File: config.mk
export PLATFORM = sky130hd
export DESIGN_NAME = fifo_ddr_burst_reader
export DESIGN_NICKNAME = d
export VERILOG_FILES = /design/src/rtl/fifo_ddr_burst_reader.sv
export SDC_FILE = /design/constraint.sdc
export NUM_CORES = 1
export LEC_CHECK = 0
export BUFFER_PORTS_ARGS = -buffer_cell sky130_fd_sc_hd__buf_2
export CAP_MARGIN = 25
export CELL_PAD_IN_SITES_DETAIL_PLACEMENT = 0
export CELL_PAD_IN_SITES_GLOBAL_PLACEMENT = 1
export CORE_UTILIZATION = 46
export DETAILED_ROUTE_END_ITERATION = 10
export GPL_ROUTABILITY_DRIVEN = 0
export GPL_TIMING_DRIVEN = 0
export PLACE_DENSITY_LB_ADDON = 0.05
export SYNTH_ARGS = -nofsm -noshare
export SYNTH_HDL_FRONTEND = slang
export SYNTH_SLANG_ARGS = --single-unit
File: constraint.sdc
create_clock -name rd_clk -period 4.8 [get_ports rd_clk]
set_input_delay 0 -clock rd_clk [delete_from_list [all_inputs] [get_ports rd_clk]]
set_output_delay 0 -clock rd_clk [all_outputs]
set_load 0.01 [all_outputs]
File: src/rtl/fifo_ddr_burst_reader.sv
// Drains fixed-length bursts from a video FIFO into a DDR write command plus a valid/ready beat stream.
// Command 1 cycle after threshold, first beat 3 cycles after command accept; FIFO reads throttle so the 4-entry skid buffer cannot fill.
module fifo_ddr_burst_reader #(
   parameter int c_DATA_WIDTH   = 128,
   parameter int c_LEVEL_WIDTH  = 9,
   parameter int c_ADDR_WIDTH   = 28,
   parameter int c_BASE_ADDR    = 0,
   parameter int c_BURST_LEN    = 16,
   parameter int c_FRAME_BURSTS = 16200
) (
   input  logic                      rd_clk,
   input  logic                      rd_rst,
   output logic                      fifo_rd_en,
   input  logic [c_DATA_WIDTH-1:0]   fifo_rd_data,
   input  logic                      fifo_rd_empty,
   input  logic [c_LEVEL_WIDTH:0]    fifo_rd_water_level,
   input  logic                      frame_start,
   output logic                      cmd_valid,
   input  logic                      cmd_ready,
   output logic [c_ADDR_WIDTH-1:0]   cmd_addr,
   output logic [7:0]                cmd_len,
   output logic                      wdata_valid,
   input  logic                      wdata_ready,
   output logic [c_DATA_WIDTH-1:0]   wdata,
   output logic                      wdata_last,
   output logic                      busy,
   output logic                      frame_done
);

   typedef enum logic [1:0] {IDLE, CMD, DATA} state_t;

   localparam int c_LW  = c_LEVEL_WIDTH + 1;
   localparam int c_BCW = $clog2(c_FRAME_BURSTS + 1);
   localparam logic [c_LW-1:0]         c_THRESHOLD  = c_LW'(c_BURST_LEN);
   localparam logic [c_ADDR_WIDTH-1:0] c_BASE       = c_ADDR_WIDTH'(c_BASE_ADDR);
   localparam logic [c_ADDR_WIDTH-1:0] c_STEP       = c_ADDR_WIDTH'(c_BURST_LEN * c_DATA_WIDTH / 8);
   localparam logic [8:0]              c_BLEN       = 9'(c_BURST_LEN);
   localparam logic [8:0]              c_BLAST      = 9'(c_BURST_LEN - 1);
   localparam logic [c_BCW-1:0]        c_LAST_BURST = c_BCW'(c_FRAME_BURSTS - 1);

   state_t                    state_q, state_d;
   logic                      cmd_valid_q, cmd_valid_d;
   logic [c_ADDR_WIDTH-1:0]   cmd_addr_q, cmd_addr_d;
   logic [c_BCW-1:0]          burst_cnt_q, burst_cnt_d;
   logic                      start_pend_q, start_pend_d;
   logic [8:0]                rd_issued_q, rd_issued_d;
   logic [8:0]                beats_q, beats_d;
   logic                      rd_vld_q, rd_vld_d;
   logic [c_DATA_WIDTH-1:0]   skid_dat_q [0:3];
   logic [c_DATA_WIDTH-1:0]   skid_dat_d [0:3];
   logic [2:0]                skid_cnt_q, skid_cnt_d;
   logic                      wdata_valid_q, wdata_valid_d;
   logic                      wdata_last_q, wdata_last_d;
   logic                      busy_q, busy_d;

   logic                      rd_en;
   logic                      pop;
   logic                      last_acc;
   logic                      wrap;
   logic [2:0]                cnt_tmp;

   always_comb begin
      // At most two words may be held or returning when a new read is launched.
      rd_en    = (state_q == DATA) && (rd_issued_q < c_BLEN) && !fifo_rd_empty
                 && ((skid_cnt_q + {2'b0, rd_vld_q}) <= 3'd2);
      pop      = wdata_valid_q && wdata_ready;
      last_acc = pop && wdata_last_q;
      wrap     = last_acc && (burst_cnt_q == c_LAST_BURST);

      state_d      = state_q;
      cmd_valid_d  = cmd_valid_q;
      cmd_addr_d   = cmd_addr_q;
      burst_cnt_d  = burst_cnt_q;
      start_pend_d = start_pend_q;
      rd_issued_d  = rd_en ? rd_issued_q + 9'd1 : rd_issued_q;
      beats_d      = pop ? beats_q + 9'd1 : beats_q;
      rd_vld_d     = rd_en;

      case (state_q)
         IDLE: begin
            if (frame_start) begin
               cmd_addr_d  = c_BASE;
               burst_cnt_d = '0;
            end
            if (fifo_rd_water_level >= c_THRESHOLD) begin
               state_d     = CMD;
               cmd_valid_d = 1'b1;
            end
         end
         CMD: begin
            if (frame_start) start_pend_d = 1'b1;
            if (cmd_ready) begin
               state_d     = DATA;
               cmd_valid_d = 1'b0;
            end
         end
         DATA: begin
            if (frame_start) start_pend_d = 1'b1;
            if (last_acc) begin
               state_d      = IDLE;
               rd_issued_d  = '0;
               beats_d      = '0;
               start_pend_d = 1'b0;
               // A restart request landing on the completing beat still takes effect now.
               if (wrap || start_pend_q || frame_start) begin
                  cmd_addr_d  = c_BASE;
                  burst_cnt_d = '0;
               end else begin
                  cmd_addr_d  = cmd_addr_q + c_STEP;
                  burst_cnt_d = burst_cnt_q + c_BCW'(1);
               end
            end
         end
         default: state_d = IDLE;
      endcase

      // Shift-register skid buffer: entry 0 is always the head, so wdata is a flop output.
      skid_dat_d = skid_dat_q;
      cnt_tmp    = skid_cnt_q;
      if (pop) begin
         for (int i = 0; i < 3; i++) skid_dat_d[i] = skid_dat_q[i+1];
         cnt_tmp = skid_cnt_q - 3'd1;
      end
      if (rd_vld_q) begin
         skid_dat_d[cnt_tmp[1:0]] = fifo_rd_data;
         cnt_tmp = cnt_tmp + 3'd1;
      end
      skid_cnt_d    = cnt_tmp;
      wdata_valid_d = (cnt_tmp != 3'd0);
      wdata_last_d  = wdata_valid_d && (beats_d == c_BLAST);
      busy_d        = (state_d != IDLE);
   end

   always_ff @(posedge rd_clk) begin
      if (rd_rst) begin
         state_q       <= IDLE;
         cmd_valid_q   <= 1'b0;
         cmd_addr_q    <= c_BASE;
         burst_cnt_q   <= '0;
         start_pend_q  <= 1'b0;
         rd_issued_q   <= '0;
         beats_q       <= '0;
         rd_vld_q      <= 1'b0;
         skid_dat_q    <= '{default: '0};
         skid_cnt_q    <= '0;
         wdata_valid_q <= 1'b0;
         wdata_last_q  <= 1'b0;
         busy_q        <= 1'b0;
      end else begin
         state_q       <= state_d;
         cmd_valid_q   <= cmd_valid_d;
         cmd_addr_q    <= cmd_addr_d;
         burst_cnt_q   <= burst_cnt_d;
         start_pend_q  <= start_pend_d;
         rd_issued_q   <= rd_issued_d;
         beats_q       <= beats_d;
         rd_vld_q      <= rd_vld_d;
         skid_dat_q    <= skid_dat_d;
         skid_cnt_q    <= skid_cnt_d;
         wdata_valid_q <= wdata_valid_d;
         wdata_last_q  <= wdata_last_d;
         busy_q        <= busy_d;
      end
   end

   assign fifo_rd_en  = rd_en;
   assign cmd_valid   = cmd_valid_q;
   assign cmd_addr    = cmd_addr_q;
   assign cmd_len     = 8'(c_BURST_LEN - 1);
   assign wdata_valid = wdata_valid_q;
   assign wdata       = skid_dat_q[0];
   assign wdata_last  = wdata_last_q;
   assign busy        = busy_q;
   assign frame_done  = wrap;

endmodule

Word-level counts from Yosys, hierarchy flattened
Cells that the tools add are included. Widths: inputs -> output; s select.

Register bits: 583. Input bits: 144. Output and inout port bits: 170. Logic and storage cells: 87.

$add $sub $neg: 7. Order comparisons: 5. Equality and inequality tests: 8. Muxes and demuxes: 31. Bitwise logic cells: 1. Reductions and logical operators: 19.

Operators by type and width (count): $bwmux 512 (1); $mux 512 (1); $mux 384 (1); $demux 128 s2 (1); $mux 128 (1); $mux 28 (3); $pmux 28 s2 (1); $mux 9 (6); $mux 14 (3); $add 28x9->28 const B (1); $pmux 14 s2 (1); $add 9x1->9 const B (2); $add 14x1->14 const B (1); $eq 14x14->1 const B (1); $ge 10x5->1 const B (1); $eq 9x4->1 const B (1); $lt 9x5->1 const B (1); $logic_and 1x1->1 (8); $ne 2x2->1 const B (4); $reduce_bool 2->1 (4); $mux 2 (3); $mux 3 (2); $pmux 2 s3 (1); $reduce_and 3->1 (2); 15 further kinds (20).

Logic depth before layout (Yosys ltp)
Depth in word-level cells: 9. Gate-level depth with buffers: 10. Mapped depth without buffers: 8.

Worst setup path after synthesis
Ideal clock, no wire load.

Kind: register to register. Start: register skid_cnt_q[0]. End: register skid_dat_q[260] in the netlist's numbering. Setup time: 0.091 ns. Data arrival time: 2.244 ns. Path slack: 2.465 ns. Cell stages (with the launch flop): 11. Buffers on the path: 2. Clock period less this slack: 2.335 ns. Path through: dfxtp_1 > inv_1 > ha_1 > o21ai_0 > inv_1 > ha_1 > nand2_1 > clkbuf_1 > clkbuf_1 > nor2_1 > a311oi_1.

Longest elaborated chain between the ends: 9.

Ends and longest elaborated chain: start, declared (line 51) `logic [2:0] skid_cnt_q, skid_cnt_d;`; start signal, assigned (line 159) `skid_cnt_q <= skid_cnt_d;`; $sub 3x1->3 (line 122) `cnt_tmp = skid_cnt_q - 3'd1;`; $mux 3 (*) (line 120) `if (pop) begin`; $not 2->3 (implied by the code) (*) (line 125) `skid_dat_d[cnt_tmp[1:0]] = fifo_rd_data;`; $ge 3x3->1 (implied by the code) / $lt 3x1->1 (equally long branches) (line 125); $logic_and 1x1->1 (implied by the code) (line 125); $mux 128 (implied by the code) (line 125); $demux 128 s2 (*) (line 125); $bwmux 512 (*) (line 125); $mux 512 (*) (line 124) `if (rd_vld_q) begin`; end signal, assigned (line 158) `skid_dat_q <= skid_dat_d;`; end, declared (line 49) `logic [c_DATA_WIDTH-1:0] skid_dat_q [0:3];`.

Every way passes the cells marked *; elsewhere a longest branch is shown, timed or not. A chain may end at the register's enable or synchronous reset.

Worst setup path in the final report
Start: register wdata_valid_q (netlist: wdata_valid). End: register skid_dat_q[214] in the netlist's numbering.

Longest elaborated chain between the ends: 9.

Ends and longest elaborated chain: start, declared (line 52) `logic wdata_valid_q, wdata_valid_d;`; start signal, assigned (line 160) `wdata_valid_q <= wdata_valid_d;`; $logic_and 1x1->1 (*) (line 66) `pop = wdata_valid_q && wdata_ready;`; $mux 3 (line 120); $not 2->3 (implied by the code) (line 125); $ge 3x3->1 (implied by the code) / $lt 3x1->1 (equally long branches) (line 125); $logic_and 1x1->1 (implied by the code) (line 125); $mux 128 (implied by the code) (line 125); $demux 128 s2 (line 125); $bwmux 512 (line 125); $mux 512 (*) (line 124).

Marked as above.

==> flow_metrics.env <==
export IMPL_overflow=0
export IMPL_synth_top_flop_cell="dfxtp_1"
export IMPL_fin_crit_ps=3460
export IMPL_hold_viol=0
export IMPL_cts_resized=0
export IMPL_fp_row_count=84
export IMPL_routed_wl_um=79000
export IMPL_finClkSkew_ps=18.4
export IMPL_power_internal_mw=8.19
export IMPL_slew_violations=0
export IMPL_core_area_um2=52900
export IMPL_slew_headroom=0.258
export IMPL_clock_latency_ps=590
export IMPL_post_cts_setup_buffer_count=0
export IMPL_via_count=23917
export IMPL_cts_buffer_depth=3
export IMPL_p_seq_frac=0.442
export IMPL_max_cap_violations=0
export IMPL_p_leak_nw=11.3
export IMPL_grt_pass1_vias=22865
export IMPL_die_y_um=234
export IMPL_final_cell_mix="1051 x nand2_1, 575 x dfxtp_1, 433 x nor2_1, 384 x a311oi_1, 323 x buf_2"
export IMPL_grt_max_degree=13
export IMPL_p_sw_frac=0.260
export IMPL_critPathCaptureType="register"
export IMPL_drc=28
export IMPL_antenna_found_initial=5
export IMPL_cellPowerDensity_nw_per_um2=360
export IMPL_postCtsHoldBufs=138
export IMPL_place_hpwl_um=56300
export IMPL_ys_seq_area_frac=0.466
export IMPL_status="finished with violations"
export IMPL_fin_setup_tns_ps=0
export IMPL_fmax_mhz=289
export IMPL_slowest_delay_ps=750
export IMPL_peakVddDrop_v=0.000247
export IMPL_start_util=0.468
export IMPL_clk_pin_slew_worst_paths_ps=60
export IMPL_fin_nets=3863
export IMPL_drtIter0Drc=1798
export IMPL_p_sw_mw=2.88
export IMPL_failed_checks="design-rule violations"
export IMPL_clock_sinks=575
export IMPL_critPathArrivalTime_ps=3950
export IMPL_vias_per_cell=5.39
export IMPL_cts_tree="done"
export IMPL_htree_levels=3
export IMPL_fin_crit_sh=0.721
export IMPL_avgRoutedWirePerCell_um=17.8
export IMPL_worstMarginPinSlew_ps=1110
export IMPL_clock_root_buffer="clkbuf_16"
export IMPL_post_place_ws_ps=1440
export IMPL_syn_instance_count=3185
export IMPL_synth_edf_count=0
export IMPL_cp_common_cell="clkbuf_1"
export IMPL_post_route_util=0.581
export IMPL_cp_start_kind="register"
export IMPL_die_w_um=234
export IMPL_synth_distinct_cells=50
export IMPL_path_cells="and2_1 > clkbuf_1 > xnor2_1 > inv_1 > ha_1 > nand2_1 > clkbuf_1 > clkbuf_1 > nor2_1 > a311oi_1"
export IMPL_ant_nets=0
export IMPL_synth_seq_cells=575
export IMPL_postSynth_asyncResetShare=0
export IMPL_cp_slowest_cell="clkbuf_1"
export IMPL_grt_usage=0.284
export IMPL_yosysWarnings=0
export IMPL_pwr_share_comb=0.110
export IMPL_setup_ws_ps=1340
export IMPL_clock_power_share=0.449
export IMPL_rsz0062_at_grt="no"
export IMPL_area_delta_synth_final_pct=24.3
export IMPL_hp_class="input port to register"
export IMPL_io_pins=314
export IMPL_crit_fanout=10
export IMPL_drive_above_1_share=0.155
export IMPL_port_buffers=292
export IMPL_synth_area_leaders="dfxtp_1 47%, nand2_1 16%, a311oi_1 14%"
export IMPL_syn_area_um2=24700
export IMPL_p_total_mw=11.1
export IMPL_syn_area_per_cell_um2=7.76
export IMPL_yosys_area_top_type="dfxtp_1"
export IMPL_first_pass_iters=11
export IMPL_path_class="register to register"
export IMPL_mostFrequentLayoutCell="nand2_1"
export IMPL_die_area_um2=54700
export IMPL_cts_made_buffers=66
export IMPL_setup_viol=0
export IMPL_required_ps=5290
export IMPL_grt_pass1_wl_um=124000
export IMPL_synth_top_area_frac=0.466
state kept, by name (all words and copies together), names as in the netlist:
register and flops:
beats_q 9, burst_cnt_q 14, busy 1, cmd_addr 20, cmd_valid 1, rd_issued_q 9, rd_vld_q 1, skid_cnt_q 3
skid_dat_q 384, start_pend_q 1, state_q 2, wdata 128, wdata_last 1, wdata_valid 1
path summary, 6_finish.rpt:
check	start	cells after the start	endpoint	slack, ps
setup / recovery	wdata_valid	10	skid_dat_q[214]	1340
hold / removal	fifo_rd_water_level[5]	5	state_q[0]	60
setup reg to reg	wdata_valid	10	skid_dat_q[214]	1340
hold reg to reg	skid_dat_q[15]	2	skid_dat_q[15]	450
worst max-delay path, delay by kind of cell, from the launching register on:
kind / cells / cell delay, ps
AND/OR/NAND/NOR: 3 / 380
flip-flops: 1 / 370
adder cells (fa/ha/maj): 1 / 210
XOR/XNOR: 1 / 510
buffers and inverters: 4 / 1570
AO/OA/AOI/OAI: 1 / 300
routing by layer:
layer	part of all wire	GRT usage
met2	0.46	0.467
met5	0.00019	0
met1	0.45	0.384
met3	0.058	0.0416
met4	0.027	0.0903
per-stage QoR:
stage	cells	area [um^2]	hold slack (ps)
CTS	4435	30700	20.9
finish	4437	30700	56.1
global route	4436	30700	85.8
detailed placement	4186	27200	289
global placement	4179	27100	279
floorplan	3199	24800	136
area by class of cell:
| type | count | area [um^2] |
|---|---|---|
| buffer | 413 | 2140 |
| clock inverter | 6 | 58.8 |
| fill | 4988 | 22100 |
| tap | 688 | 861 |
| sequential | 575 | 11500 |
| inverter | 9 | 33.8 |
| clock buffer | 105 | 2060 |
| timing repair buffer | 437 | 2950 |
| multi-input combinational | 2202 | 11100 |
| antenna | 2 | 5.00 |
power groups by stage:
| stage | clock network, mW | registers [mW] | logic [mW] |
|---|---|---|---|
| final | 4.96 | 4.89 | 1.21 |
| after global routing | 5.24 | 4.90 | 1.31 |
| after CTS | 5.03 | 4.89 | 1.20 |
| after detailed placement | 0 | 4.99 | 1.11 |
| after global placement | 0 | 4.99 | 1.08 |
| after floorplan | 0 | 4.98 | 0.626 |
cells in the mapped netlist, types with 2 or more instances:
cell type  instances
clkbuf_1         227
conb_1             2
a211oi_1           2
a21oi_1          138
a2bb2oi_1          2
inv_1              9
nand3b_1           2
o21a_1             2
or4_1              2
nand2_1         1051
mux2i_1            5
dfxtp_1          575
ha_1              15
nor2_1           433
and2_1             7
a41oi_1            3
xnor2_1           16
nand4_1           18
nand3_1           20
a21o_1             2
xor2_1            26
nor3_1             7
a31oi_1            2
and3_1             9
or3_1              3
a311oi_1         384
and4_1             6
buf_4            144
a22o_1             2
nor4_1             3
o21ai_0            8
buf_2             31
or2_2              4
buf_1              9
logic make-up (layout without fill, tap and decap cells):
group | Yosys count | in the layout | synth area share
xor gates and xnor gates | 42 | 42 | 0.0149
adders and majority gates | 15 | 15 | 0.00759
muxes | 5 | 5 | 0.00202
buffers and inverters | 422 | 970 | 0.0879
AOI/OAI and AO/OA | 553 | 553 | 0.174
other | 2 | 18 | 0.000304
and+or+nand+nor | 1571 | 1571 | 0.247
DFF | 575 | 575 | 0.466
(Power assumes the default switching activity.)
